===== src/rtl/fetch_sequencer_pkg.sv =====
// Package fetch_pkg: shared state encoding, default parameter values and the
// address alignment helper used by the fetch sequencer.
// No ports.
package fetch_pkg;

    typedef enum logic [2:0] {
        ST_IDLE  = 3'd0,
        ST_WAIT  = 3'd1,
        ST_HOLD  = 3'd2,
        ST_DRAIN = 3'd3,
        ST_FAULT = 3'd4
    } fetch_state_e;

    localparam int          DEF_ADDR_W       = 32;
    localparam int          DEF_DATA_W       = 32;
    localparam logic [63:0] DEF_RESET_VECTOR = 64'h0;
    localparam int unsigned DEF_INC          = 4;
    localparam int unsigned DEF_TIMEOUT      = 16;

    // Clears the low log2(inc) bits. Works on a 64-bit carrier so any
    // ADDR_W up to 64 can use it; callers cast back to their own width.
    // inc must be a power of two.
    function automatic logic [63:0] align(input logic [63:0] addr, input int unsigned inc);
        return addr & ~(64'(inc) - 64'd1);
    endfunction

endpackage


===== src/rtl/fetch_sequencer_if.sv =====
// Memory-side handshake between the fetch sequencer and instruction memory.
//   mem_enable : request, held high until MOC
//   mem_addr   : fetch address, stable while mem_enable is high
//   MOC        : memory operation complete, mem_rdata valid in the same cycle
//   mem_rdata  : instruction word
// master = sequencer side, slave = memory side.
interface fetch_sequencer_if
    import fetch_pkg::*;
#(
    parameter int ADDR_W = DEF_ADDR_W,
    parameter int DATA_W = DEF_DATA_W
);

    logic              mem_enable;
    logic [ADDR_W-1:0] mem_addr;
    logic              MOC;
    logic [DATA_W-1:0] mem_rdata;

    modport master (
        output mem_enable,
        output mem_addr,
        input  MOC,
        input  mem_rdata
    );

    modport slave (
        input  mem_enable,
        input  mem_addr,
        output MOC,
        output mem_rdata
    );

endinterface


===== src/rtl/fetch_sequencer_pc_register.sv =====
// pc_register: program counter with synchronous reset, a load port and an
// increment port. Load wins over increment when both are asserted.
//   clk, reset  : clock and synchronous active-high reset
//   load_en     : load load_value
//   load_value  : new PC
//   inc_en      : add inc_step
//   inc_step    : increment amount
//   pc          : current PC
module pc_register #(
    parameter int                ADDR_W       = 32,
    parameter logic [ADDR_W-1:0] RESET_VECTOR = '0
) (
    input  logic              clk,
    input  logic              reset,
    input  logic              load_en,
    input  logic [ADDR_W-1:0] load_value,
    input  logic              inc_en,
    input  logic [ADDR_W-1:0] inc_step,
    output logic [ADDR_W-1:0] pc
);

    // Arithmetic wraps modulo 2^ADDR_W on purpose.
    always_ff @(posedge clk) begin
        if (reset) begin
            pc <= RESET_VECTOR;
        end else if (load_en) begin
            pc <= load_value;
        end else if (inc_en) begin
            pc <= pc + inc_step;
        end
    end

endmodule


===== src/rtl/fetch_sequencer.sv =====
// fetch_sequencer: program counter plus fetch FSM. Issues one instruction
// fetch at a time to memory, hands the result to decode with valid/ready,
// supports branch/jump redirect (aborting an in-flight fetch) and reports a
// sticky error when memory fails to answer within TIMEOUT cycles.
//
// Ports:
//   clk, reset       : clock, synchronous active-high reset
//   stall            : hold off starting a new fetch
//   redirect_valid   : one-cycle pulse, load redirect_target into pc
//   redirect_target  : new PC (low log2(INC) bits ignored)
//   mem              : memory handshake (master side)
//   ir, ir_pc        : fetched instruction and its address
//   ir_valid         : ir holds an unconsumed instruction
//   ir_ready         : decode accepts ir
//   pc               : address of the next fetch
//   npc              : ir_pc + INC (combinational)
//   fetch_error      : sticky memory-timeout flag
//
// state | meaning
// IDLE  | no access outstanding; start a fetch unless stalled/redirected
// WAIT  | request outstanding, data will be kept
// HOLD  | ir_valid high, waiting for decode to take ir
// DRAIN | request outstanding after a redirect, data will be dropped
// FAULT | memory timed out; only redirect or reset leaves
module fetch_sequencer
    import fetch_pkg::*;
#(
    parameter int                ADDR_W       = DEF_ADDR_W,
    parameter int                DATA_W       = DEF_DATA_W,
    parameter logic [ADDR_W-1:0] RESET_VECTOR = ADDR_W'(DEF_RESET_VECTOR),
    parameter int unsigned       INC          = DEF_INC,
    parameter int unsigned       TIMEOUT      = DEF_TIMEOUT
) (
    input  logic                     clk,
    input  logic                     reset,
    input  logic                     stall,
    input  logic                     redirect_valid,
    input  logic [ADDR_W-1:0]        redirect_target,
    fetch_sequencer_if.master        mem,
    output logic [DATA_W-1:0]        ir,
    output logic [ADDR_W-1:0]        ir_pc,
    output logic                     ir_valid,
    input  logic                     ir_ready,
    output logic [ADDR_W-1:0]        pc,
    output logic [ADDR_W-1:0]        npc,
    output logic                     fetch_error
);

    localparam logic [2:0] IDLE  = ST_IDLE;
    localparam logic [2:0] WAIT  = ST_WAIT;
    localparam logic [2:0] HOLD  = ST_HOLD;
    localparam logic [2:0] DRAIN = ST_DRAIN;
    localparam logic [2:0] FAULT = ST_FAULT;

    localparam int CNT_W = (TIMEOUT == 0) ? 1 : $clog2(TIMEOUT + 1);
    // The fault fires on the edge that would make the count equal TIMEOUT,
    // so fetch_error rises exactly TIMEOUT cycles after mem_enable.
    localparam logic [CNT_W-1:0] CNT_LAST = (TIMEOUT == 0) ? '0 : CNT_W'(TIMEOUT - 1);
    localparam logic [ADDR_W-1:0] INC_STEP = ADDR_W'(INC);

    logic [2:0]        state;
    logic [CNT_W-1:0]  wait_cnt;
    logic [ADDR_W-1:0] redirect_pc;
    logic              timeout_hit;
    logic              pc_inc;

    assign redirect_pc = ADDR_W'(align(64'(redirect_target), INC));
    assign timeout_hit = (TIMEOUT != 0) && !mem.MOC && (wait_cnt == CNT_LAST);
    // A redirect in the completing cycle leaves pc at the target.
    assign pc_inc      = (state == WAIT) && mem.MOC && !redirect_valid;
    assign npc         = ir_pc + INC_STEP;

    pc_register #(
        .ADDR_W       (ADDR_W),
        .RESET_VECTOR (RESET_VECTOR)
    ) u_pc (
        .clk        (clk),
        .reset      (reset),
        .load_en    (redirect_valid),
        .load_value (redirect_pc),
        .inc_en     (pc_inc),
        .inc_step   (INC_STEP),
        .pc         (pc)
    );

    always_ff @(posedge clk) begin
        if (reset) begin
            state          <= IDLE;
            wait_cnt       <= '0;
            mem.mem_enable <= 1'b0;
            mem.mem_addr   <= '0;
            ir             <= '0;
            ir_pc          <= '0;
            ir_valid       <= 1'b0;
            fetch_error    <= 1'b0;
        end else begin
            case (state)
                IDLE: begin
                    if (!stall && !redirect_valid) begin
                        mem.mem_addr   <= pc;
                        mem.mem_enable <= 1'b1;
                        wait_cnt       <= '0;
                        state          <= WAIT;
                    end
                end
                WAIT: begin
                    if (mem.MOC) begin
                        mem.mem_enable <= 1'b0;
                        if (redirect_valid) begin
                            state <= IDLE;
                        end else begin
                            ir       <= mem.mem_rdata;
                            ir_pc    <= mem.mem_addr;
                            ir_valid <= 1'b1;
                            state    <= HOLD;
                        end
                    end else if (timeout_hit) begin
                        // Timeout wins over a same-cycle redirect; pc still
                        // takes the target so the next redirect is a clean restart.
                        mem.mem_enable <= 1'b0;
                        fetch_error    <= 1'b1;
                        state          <= FAULT;
                    end else begin
                        wait_cnt <= wait_cnt + CNT_W'(1);
                        if (redirect_valid) begin
                            state <= DRAIN;
                        end
                    end
                end
                HOLD: begin
                    if (redirect_valid || ir_ready) begin
                        ir_valid <= 1'b0;
                        state    <= IDLE;
                    end
                end
                DRAIN: begin
                    // The access keeps its original counter: the memory is
                    // still working on the same request.
                    if (mem.MOC) begin
                        mem.mem_enable <= 1'b0;
                        state          <= IDLE;
                    end else if (timeout_hit) begin
                        mem.mem_enable <= 1'b0;
                        fetch_error    <= 1'b1;
                        state          <= FAULT;
                    end else begin
                        wait_cnt <= wait_cnt + CNT_W'(1);
                    end
                end
                FAULT: begin
                    if (redirect_valid) begin
                        fetch_error <= 1'b0;
                        state       <= IDLE;
                    end
                end
                default: begin
                    mem.mem_enable <= 1'b0;
                    ir_valid       <= 1'b0;
                    state          <= IDLE;
                end
            endcase
        end
    end

endmodule


===== src/flat_wrapper.sv =====
// flat-port wrapper written by rule: the top's interface ports become plain ports
module fetch_sequencer_flat import fetch_pkg::*;
#(
    parameter int                ADDR_W       = DEF_ADDR_W,
    parameter int                DATA_W       = DEF_DATA_W,
    parameter logic [ADDR_W-1:0] RESET_VECTOR = ADDR_W'(DEF_RESET_VECTOR),
    parameter int unsigned       INC          = DEF_INC,
    parameter int unsigned       TIMEOUT      = DEF_TIMEOUT
)
  (clk, reset, stall, redirect_valid, redirect_target, ir, ir_pc, ir_valid, ir_ready, pc, npc, fetch_error, mem_mem_enable, mem_mem_addr, mem_MOC, mem_mem_rdata);
  fetch_sequencer_if #(.ADDR_W(ADDR_W), .DATA_W(DATA_W)) mem_i ();
  input  logic clk;
  input  logic reset;
  input  logic stall;
  input  logic redirect_valid;
  input  logic [ADDR_W-1:0] redirect_target;
  output logic [DATA_W-1:0] ir;
  output logic [ADDR_W-1:0] ir_pc;
  output logic ir_valid;
  input  logic ir_ready;
  output logic [ADDR_W-1:0] pc;
  output logic [ADDR_W-1:0] npc;
  output logic fetch_error;
  output wire logic [$bits(mem_i.mem_enable)-1:0] mem_mem_enable;
  output wire logic [$bits(mem_i.mem_addr)-1:0] mem_mem_addr;
  input wire logic [$bits(mem_i.MOC)-1:0] mem_MOC;
  input wire logic [$bits(mem_i.mem_rdata)-1:0] mem_mem_rdata;
  assign mem_mem_enable = mem_i.mem_enable;
  assign mem_mem_addr = mem_i.mem_addr;
  assign mem_i.MOC = mem_MOC;
  assign mem_i.mem_rdata = mem_mem_rdata;
  fetch_sequencer #(.ADDR_W(ADDR_W), .DATA_W(DATA_W), .RESET_VECTOR(RESET_VECTOR), .INC(INC), .TIMEOUT(TIMEOUT)) u_core (.clk(clk), .reset(reset), .stall(stall), .redirect_valid(redirect_valid), .redirect_target(redirect_target), .mem(mem_i), .ir(ir), .ir_pc(ir_pc), .ir_valid(ir_valid), .ir_ready(ir_ready), .pc(pc), .npc(npc), .fetch_error(fetch_error));
endmodule

===== config.mk =====
export PLATFORM = sky130hd
export DESIGN_NAME = fetch_sequencer_flat
export DESIGN_NICKNAME = d
export VERILOG_FILES = /design/src/rtl/fetch_sequencer_pkg.sv /design/src/rtl/fetch_sequencer_if.sv /design/src/rtl/fetch_sequencer_pc_register.sv /design/src/rtl/fetch_sequencer.sv /design/src/flat_wrapper.sv
export SDC_FILE = /design/constraint.sdc
export NUM_CORES = 1
export LEC_CHECK = 0
export BUFFER_PORTS_ARGS = -buffer_cell sky130_fd_sc_hd__buf_2
export CORE_ASPECT_RATIO = 0.5
export CORE_MARGIN = 2
export CORE_UTILIZATION = 49
export CTS_CLUSTER_DIAMETER = 120
export DETAILED_ROUTE_END_ITERATION = 16
export PLACE_DENSITY = 0.89
export SYNTH_ARGS = -nofsm -noshare
export SYNTH_HDL_FRONTEND = slang
export SYNTH_SLANG_ARGS = --single-unit

===== constraint.sdc =====
create_clock -name clk -period 2.7 [get_ports clk]
set_input_delay 0.135 -clock clk [delete_from_list [all_inputs] [get_ports clk]]
set_output_delay 0.135 -clock clk [all_outputs]
set_load 0.02 [all_outputs]

# After elaboration in Yosys (flattened, before gate mapping)
# Cells that the tools add are included.
# totals
output_inout_bits	163
input_bits	70
register_bits	139
# classes
n_mux	28
n_reduce_logical	23
eq_ne	16
bitwise	3
addsub	3
# op_table
op	n
$add 32x3->32 const B	2
$mux 32	2
$mux 3	8
$mux 5	3
$pmux 3 s5	1
$reduce_and 4->1	3
$ne 2x2->1 const B	5
$pmux 5 s2	1
$mux 1	9
$eq 3x2->1 const B	2
$ne 2x1->1 const B	3
$pmux 1 s3	2
$reduce_and 3->1	2
$reduce_bool 2->1	3
$reduce_or 2->1	3
$add 5x1->5 const B	1
$eq 5x4->1 const B	1
$reduce_and 5->1	1
$logic_and 1x1->1	4
$ne 4x3->1 const B	1
$eq 3x1->1 const B	1
$eq 3x3->1 const B	1
$logic_not 1->1	3
$logic_not 3->1	1
other kinds (8)	10

# Depth between registers and ports, before layout
# Gate-level depths: netlist of the first run.
# logic_depth
word_depth	5
ltp_mapped	7

# Hierarchy
# From an unflattened synthesis of the first run, not the netlist that was laid out.
# unflattened
hier_cells	1037
area_unflattened_um2	7876.3
# by_module_without_submodules
module	cells_each	area_each_um2	instances
fetch_sequencer	590	4553.1	1
pc_register	447	3323.2	1

# Worst setup path before layout of the first run
# Ideal clock, no wire load.
# synth_path
path_type	register to output
startpoint	reg u_core.ir_pc[2]
endpoint	out npc[20]
setup_slack_ns	0.394
path_stages_with_launch	6
t_arrival_ns	2.171
path_cell_list	dfxtp_1 ha_1 and4_1 nor3b_1 nand4_1 xnor2_1
# synth_between
elab_chain_cells	1
# synth_rtl
element	line_no	source
start: declaration	fetch_sequencer.sv:41	output logic [ADDR_W-1:0] ir_pc,
start signal: assignment	fetch_sequencer.sv:113	ir_pc <= mem.mem_addr;
$add 32x3->32	fetch_sequencer.sv:71	assign npc = ir_pc + INC_STEP;
end: declaration	flat_wrapper.sv:22	output logic [ADDR_W-1:0] npc;
# No other way between the ends.

# Final worst setup path of the first run
# layout_path
startpoint	reg u_core.state[0]
endpoint	reg u_core.u_pc.pc[23]
# layout_between
elab_chain_cells	4
# layout_rtl
element	line_no	source
start: declaration	fetch_sequencer.sv:61	logic [2:0] state;
start signal: assignment	fetch_sequencer.sv:88	state <= IDLE;
start signal: assignment	fetch_sequencer.sv:103	state <= WAIT;
start signal: assignment	fetch_sequencer.sv:110	state <= IDLE;
$eq 3x1->1	fetch_sequencer.sv:70	assign pc_inc = (state == WAIT) && mem.MOC && !redirect_valid;
$logic_and 1x1->1 (2 in series)	fetch_sequencer.sv:70	
$reduce_bool 2->1 (no source line)	n/a	
end signal: assignment	fetch_sequencer_pc_register.sv:27	pc <= load_value;
end signal: assignment	fetch_sequencer_pc_register.sv:29	pc <= pc + inc_step;
end: declaration	fetch_sequencer_pc_register.sv:19	output logic [ADDR_W-1:0] pc
# No other way between the ends.
# A chain may end at the register's enable or synchronous reset.

==> results.py, run 1 <==
metrics = {
    "timing": {
        "setup_viol": 0,
        "skew_ns": 0.01071,
        "slew_viol_final": 0,
        "worst_pin_slew_ns": 1.041,
        "period_minus_slack_ns": 2.476,
        "finalCritPeriodShare": 0.9170,
        "rsz0062_at_grt": "no",
        "fin_setup_tns_ns": 0,
        "slew_headroom": 0.3041,
        "fmax_ghz": 0.4039,
        "hold_viol": 0,
    },
    "drt": {
        "drc": 0,
        "vias": 6865,
        "antenna_left": 0,
        "drt-total-wl_mm": 19.88,
        "drt_pass1_iterations": 5,
        "initialDrtViolationCount": 629,
        "wl_per_cell_um": 16.34,
        "vias_per_cell": 5.641,
    },
    "clock_network": {
        "htree_levels": 4,
        "clock_latency_ns": 0.42,
        "cts_inserted_buffers": 17,
        "ctsLongestPathBuffers": 2,
        "cts_tree": "built",
        "ctsHoldBuffers": 45,
        "path_clk_slew_ns": 0.06,
        "cts_setup_buffers": 0,
        "cts_sinks": 133,
        "cts_root_buf": "clkbuf_16",
        "cts_resized": 0,
    },
    "place": {
        "placement.io_buffers": 222,
        "hpwl_mm": 12.70,
        "gp_congestion": 0.9178,
    },
    "die": {
        "core_area_sq_um": 12050,
        "rows": 28,
        "die-area_sq_um": 13590,
        "io-pin-count": 233,
        "die_x_um": 162.9,
        "floorplan.initialDensity": 0.5132,
        "die_h_um": 83.44,
    },
    "global_route": {
        "grt_util_all_layers": 0.2923,
        "grt_pass1_vias": 6437,
        "grt-ovfl-total": 0,
        "grt_pass1_wl_mm": 31.94,
        "grt_antenna_before_repair": 2,
        "grt_start_max_net_pins": 87,
    },
    "yosys": {
        "syn_avg_cell_area_sq_um": 7.789,
        "syn_inst": 794,
        "ys_seq_area_frac": 0.4305,
        "netlist_area_sq_um": 6185,
        "synthFlopType": "dfxtp_1",
        "synthArstFlopShare": 0,
        "synth_seq_cells": 133,
        "yosys_warnings": 0,
        "synth.distinct_cells": 58,
        "synth_edf_count": 0,
    },
    "critical_path": {
        "r2r_slack_ns": 0.22,
        "worst-path-max-fanout": 14,
        "rr_startpoint": "u_core.state[0]$_SDFFE_PP0P_",
        "cp.required_ns": 2.99,
        "critPathArrivalTime_ns": 2.77,
        "startpoint": "u_core.state[0]$_SDFFE_PP0P_",
        "cp-end-kind": "flop",
        "start_kind": "flop",
        "crit_type": "reg2reg",
    },
    "cells_and_area": {
        "nets": 1115,
        "layout.cells.most_common": "buf_2",
        "syn_to_final_growth_pct": 36.31,
        "n_antenna_cell": 0,
        "layout_common_cells": "buf_2 (221), nand2_1 (220), dfxtp_1 (133)",
        "drive_gt1_frac": 0.2690,
        "fillers": 879,
    },
    "hold_path": {
        "min_from": "redirect_target[28]",
        "hold_class": "in2reg",
    },
    "pwr": {
        "irDropWorstVdd_uv": 406.0,
        "p_total_uw": 5077,
        "cellLeakagePower_uw": 0.003516,
        "p_per_area_nw_per_um2": 602.2,
    },
    "flow_run": {
        "cap_violations": 0,
    },
    "outcome": {
        "status": "complete, no violations",
    },
}
==> worst paths after layout <==
check | endpoint | depth (start not counted)
worst max register to register | u_core.u_pc.pc[23]$_SDFFE_PP0P_ | 4
worst min-delay path | u_core.u_pc.pc[28]$_SDFFE_PP0P_ | 3
worst max-delay path | u_core.u_pc.pc[23]$_SDFFE_PP0P_ | 4
worst min register to register | u_core.ir[28]$_SDFFE_PP0P_ | 2
==> cell families (layout without fill, tap and decap cells) <==
| logic type | count (synthesis) | in the layout | synth area share |
|---|---|---|---|
| buffers and inverters | 81 | 332 | 0.06008 |
| AO/OA/AOI/OAI | 156 | 156 | 0.1525 |
| XOR/XNOR | 42 | 42 | 0.05948 |
| flip-flops | 133 | 133 | 0.4305 |
| AND/OR/NAND/NOR | 376 | 376 | 0.2871 |
| multiplexers | 1 | 1 | 0.001619 |
| adder cells (fa/ha/maj) | 4 | 4 | 0.008093 |
| other | 1 | 8 | 0.0006063 |
==> area by class of cell <==
| class | instances | area [sq um] | area share |
|---|---|---|---|
| Multi-Input combinational cell | 587 | 3187 | 0.3780 |
| Sequential cell | 133 | 2663 | 0.3158 |
| Timing Repair Buffer | 283 | 1684 | 0.1998 |
| Clock buffer | 18 | 439.2 | 0.05209 |
| Tap cell | 165 | 206.4 | 0.02449 |
| Clock inverter | 12 | 180.2 | 0.02137 |
| Inverter | 19 | 71.32 | 0.008459 |
==> where the power goes <==
part,switching (uW),total (uW),internal [uW]
Combinational,317,524,206
Sequential,85.8,2110,2030
Clock,877,2440,1560
==> stage by stage <==
| stage | std cells | setup WS, ns | hold WS [ns] | instance area [sq um] | utilization |
|---|---|---|---|---|---|
| 2_1_floorplan | 801 | 0.3938 | 0.2710 | 6211 | - |
| 3_3_place_gp | 1142 | 0.3841 | 0.3742 | 7361 | 0.6108 |
| 3_5_place_dp | 1142 | 0.3136 | 0.3833 | 7361 | 0.6108 |
| 4_1_cts | 1217 | 0.2447 | 0.0008636 | 8431 | 0.6995 |
| 5_1_grt | 1217 | 0.1238 | 0.008225 | 8431 | 0.6995 |
| 6_report | 1217 | 0.2241 | 0.01095 | 8431 | 0.6995 |
==> synthesized netlist by cell type (8+ instances only) <==
cell	instances	share of area
nand2_1	221	0.13
nand3_1	19	0.015
clkbuf_1	44	0.027
nor4_1	12	0.012
inv_1	19	0.012
a21oi_1	101	0.082
and4_1	8	0.011
dfxtp_1	133	0.43
nor2_1	37	0.022
xnor2_1	37	0.052
or3_1	9	0.0091
nand4_1	18	0.018
o21ai_0	9	0.0073
a211oi_1	14	0.017
nor3_1	14	0.011
buf_4	9	0.011
==> state kept, by name (all words and copies together), names as in the netlist <==
| register | flops |
|---|---|
| u_core.wait_cnt | 5 |
| u_core.mem.mem_enable | 1 |
| u_core.mem.mem_addr | 30 |
| u_core.fetch_error | 1 |
| u_core.ir | 32 |
| u_core.state | 3 |
| u_core.u_pc.pc | 30 |
| u_core.ir_pc | 30 |
| u_core.ir_valid | 1 |
==> layer usage <==
metal	track usage	up-vias	routed length (um)
met5	0	-	13
met2	0.4892	389	9345
met1	0.3561	3183	7985
li1	-	3220	-
met4	0.1424	2	736
met3	0.06593	71	1802
==> critical path: stages (launching register included) <==
cell       delay, ns
dfxtp_1         0.56
nand4bb_4       0.28
or4_1           0.74
or3_1           0.43
a2111oi_1       0.34
No activity file was read; power rests on OpenSTA's default activity.
==> run 2, diff against run 1 <==
Settings changed: CORE_UTILIZATION 49 to 45, PLACE_DENSITY 0.89 to 0.86.
Clock period 2.7 ns to 2.2 ns, I/O delays scaled along.
==> run 2 against run 1 <==
  * Final area increased by 6.0%
  * First-iteration DRC count grew 4.6%
  * Global-route usage is 1.9 points lower
  * Clock-buffer cell count is the same
  * Flip-flop and latch count stayed put
  * Largest power group unchanged
  * Setup slack lost 0.18 ns
  * Power rose by 25%
  * Clock power rose by 25%
  * Non-clock buffer count up 40
==> results.py, run 2 (synthesis results as in run 1) <==
metrics = {
    "critical_path": {
        "cp-end-kind": "output pin",
        "path_cells": "ha_4 -> and4_4 -> nor3b_4 -> buf_2 -> nand3_1 -> xnor2_1 -> buf_4",
        "cp.required_ns": 2.09,
        "start_kind": "flop",
        "cpPeakStageDelay_ns": 0.37,
        "critPathArrivalTime_ns": 2.05,
        "critical-path-top-delay-family": "simple AND/OR/NAND/NOR gates",
        "worst-path-max-fanout": 4,
        "crit_slowest_cell": "dfxtp_4",
        "path_buf_inv": 2,
        "rr_startpoint": "u_core.u_pc.pc[11]$_SDFFE_PP0P_",
        "crit_type": "reg2out",
        "startpoint": "u_core.ir_pc[2]$_SDFFE_PP0P_",
    },
    "hold_path": {
        "hold_class": "in2reg",
        "min_from": "redirect_target[14]",
    },
    "clock_network": {
        "clock_latency_ns": 0.42,
        "path_clk_slew_ns": 0.06,
        "ctsLongestPathBuffers": 2,
        "cts_tree": "built",
        "cts_root_buf": "clkbuf_16",
        "htree_levels": 4,
        "cts_inserted_buffers": 17,
        "cts_sinks": 133,
    },
    "cells_and_area": {
        "fin_util": 0.6631,
        "regArea_sq_um": 2688,
        "largest_reg_flops": 32,
        "drive_gt1_frac": 0.3071,
        "fillers": 1015,
        "nets": 1155,
        "largest-register": "u_core.ir",
        "layout.cells.most_common": "nand2_1",
        "layout_common_cells": "nand2_1 (220), buf_2 (216), dfxtp_1 (123)",
        "n_antenna_cell": 0,
        "syn_to_final_growth_pct": 44.49,
        "multi_input_area_sq_um": 3266,
    },
    "global_route": {
        "grt_pass1_wl_mm": 32.22,
        "grt_util_all_layers": 0.2737,
        "grt_antenna_before_repair": 0,
        "use_met3": 0.06179,
        "grt-ovfl-total": 0,
        "grt_pass1_vias": 6520,
        "globalRouteMet1Util": 0.3301,
        "top_usage_layer": "met2",
        "gr-usage-met2": 0.4638,
        "grt_start_max_net_pins": 63,
    },
    "place": {
        "gp_congestion": 0.8853,
        "hpwl_mm": 12.86,
        "pre_cts_slack_ns": -0.05007,
        "placement.io_buffers": 222,
    },
    "timing": {
        "setup_viol": 0,
        "hold_viol": 0,
        "skew_ns": 0.008628,
        "slew_viol_final": 0,
        "rsz0062_at_grt": "yes",
        "finalCritPeriodShare": 0.9798,
        "setup_ws_ns": 0.04448,
        "period_minus_slack_ns": 2.156,
        "worst_pin_slew_ns": 0.5571,
        "slew_headroom": 0.6255,
        "fmax_ghz": 0.4639,
    },
    "die": {
        "die_h_um": 86.90,
        "io-pin-count": 233,
        "rows": 30,
        "die_x_um": 169.8,
        "die-area_sq_um": 14750,
        "core_area_sq_um": 13480,
        "floorplan.initialDensity": 0.4590,
    },
    "drt": {
        "vias": 7120,
        "antenna_left": 0,
        "drc": 0,
        "wl_per_cell_um": 16.78,
        "drt_pass1_iterations": 7,
        "drt-total-wl_mm": 21.31,
        "initialDrtViolationCount": 658,
        "vias_per_cell": 5.606,
    },
    "outcome": {
        "status": "complete, no violations",
    },
    "pwr": {
        "irDropWorstVdd_uv": 597.2,
        "p_per_area_nw_per_um2": 710.5,
        "cellLeakagePower_uw": 0.003753,
    },
    "flow_run": {
        "cap_violations": 0,
    },
}
## run 2: area by class of cell
| cell class | count | share of cell area |
|---|---|---|
| well taps | 176 | 0.02464 |
| multi-input cells | 587 | 0.3654 |
| flip-flops and latches | 133 | 0.3008 |
| clock buffers | 18 | 0.04803 |
| clock inverters | 14 | 0.02254 |
| repair buffers | 323 | 0.2306 |
| inverters | 19 | 0.007981 |
## run 2: path summary, 6_finish.rpt
kind,cells after the start,endpoint,slack [ns]
max,7,npc[26],0.04
min,3,u_core.u_pc.pc[14]$_SDFFE_PP0P_,0.009
max reg2reg,4,u_core.u_pc.pc[23]$_SDFFE_PP0P_,0.12
min reg2reg,2,u_core.ir[28]$_SDFFE_PP0P_,0.45
## run 2: tightest hold or removal path, delay by kind of cell
family / cells / cell delay (ns)
buffers and inverters: 1 / 0.11
AOI/OAI and AO/OA: 1 / 0.06
and+or+nand+nor: 1 / 0.09
## run 2: routing by layer
layer  vias to the layer above  share of wire
li1                       3303              -
met1                      3289           0.39
met2                       412           0.47
met3                       116          0.080
met4                         0          0.056
met5                         -              0
## run 2: metrics by stage
stage / instances / instance area (sq um) / setup TNS, ns / hold slack (ns) / power [uW]
after floorplan: 801 / 6216 / 0 / 0.2460 / 2998
after global placement: 1175 / 7570 / 0 / 0.3494 / 3228
after detailed placement: 1175 / 7570 / -0.05007 / 0.3582 / 3247
after CTS: 1263 / 8788 / 0 / 0.003211 / 6317
after global routing: 1270 / 8936 / -0.2677 / 0.01813 / 6519
final: 1270 / 8936 / 0 / 0.008906 / 6349
## run 2: what timing repair did
item / in CTS / in global routing
hold buffers: 54 / 0
pin swaps: 1 / 3
hold endpoints to repair: 54 / 0
cloned: 0 / 1
resized for setup: 13 / 26
setup endpoints to repair: 13 / 18
buffers inserted: 2 / 6
## run 2: where the power goes
part / internal, uW / total, uW / switching [uW] / leakage (uW)
Combinational: 303 / 744 / 442 / 0.00237
Clock: 1910 / 3040 / 1130 / 0.000295
Sequential: 2480 / 2570 / 83.7 / 0.00109
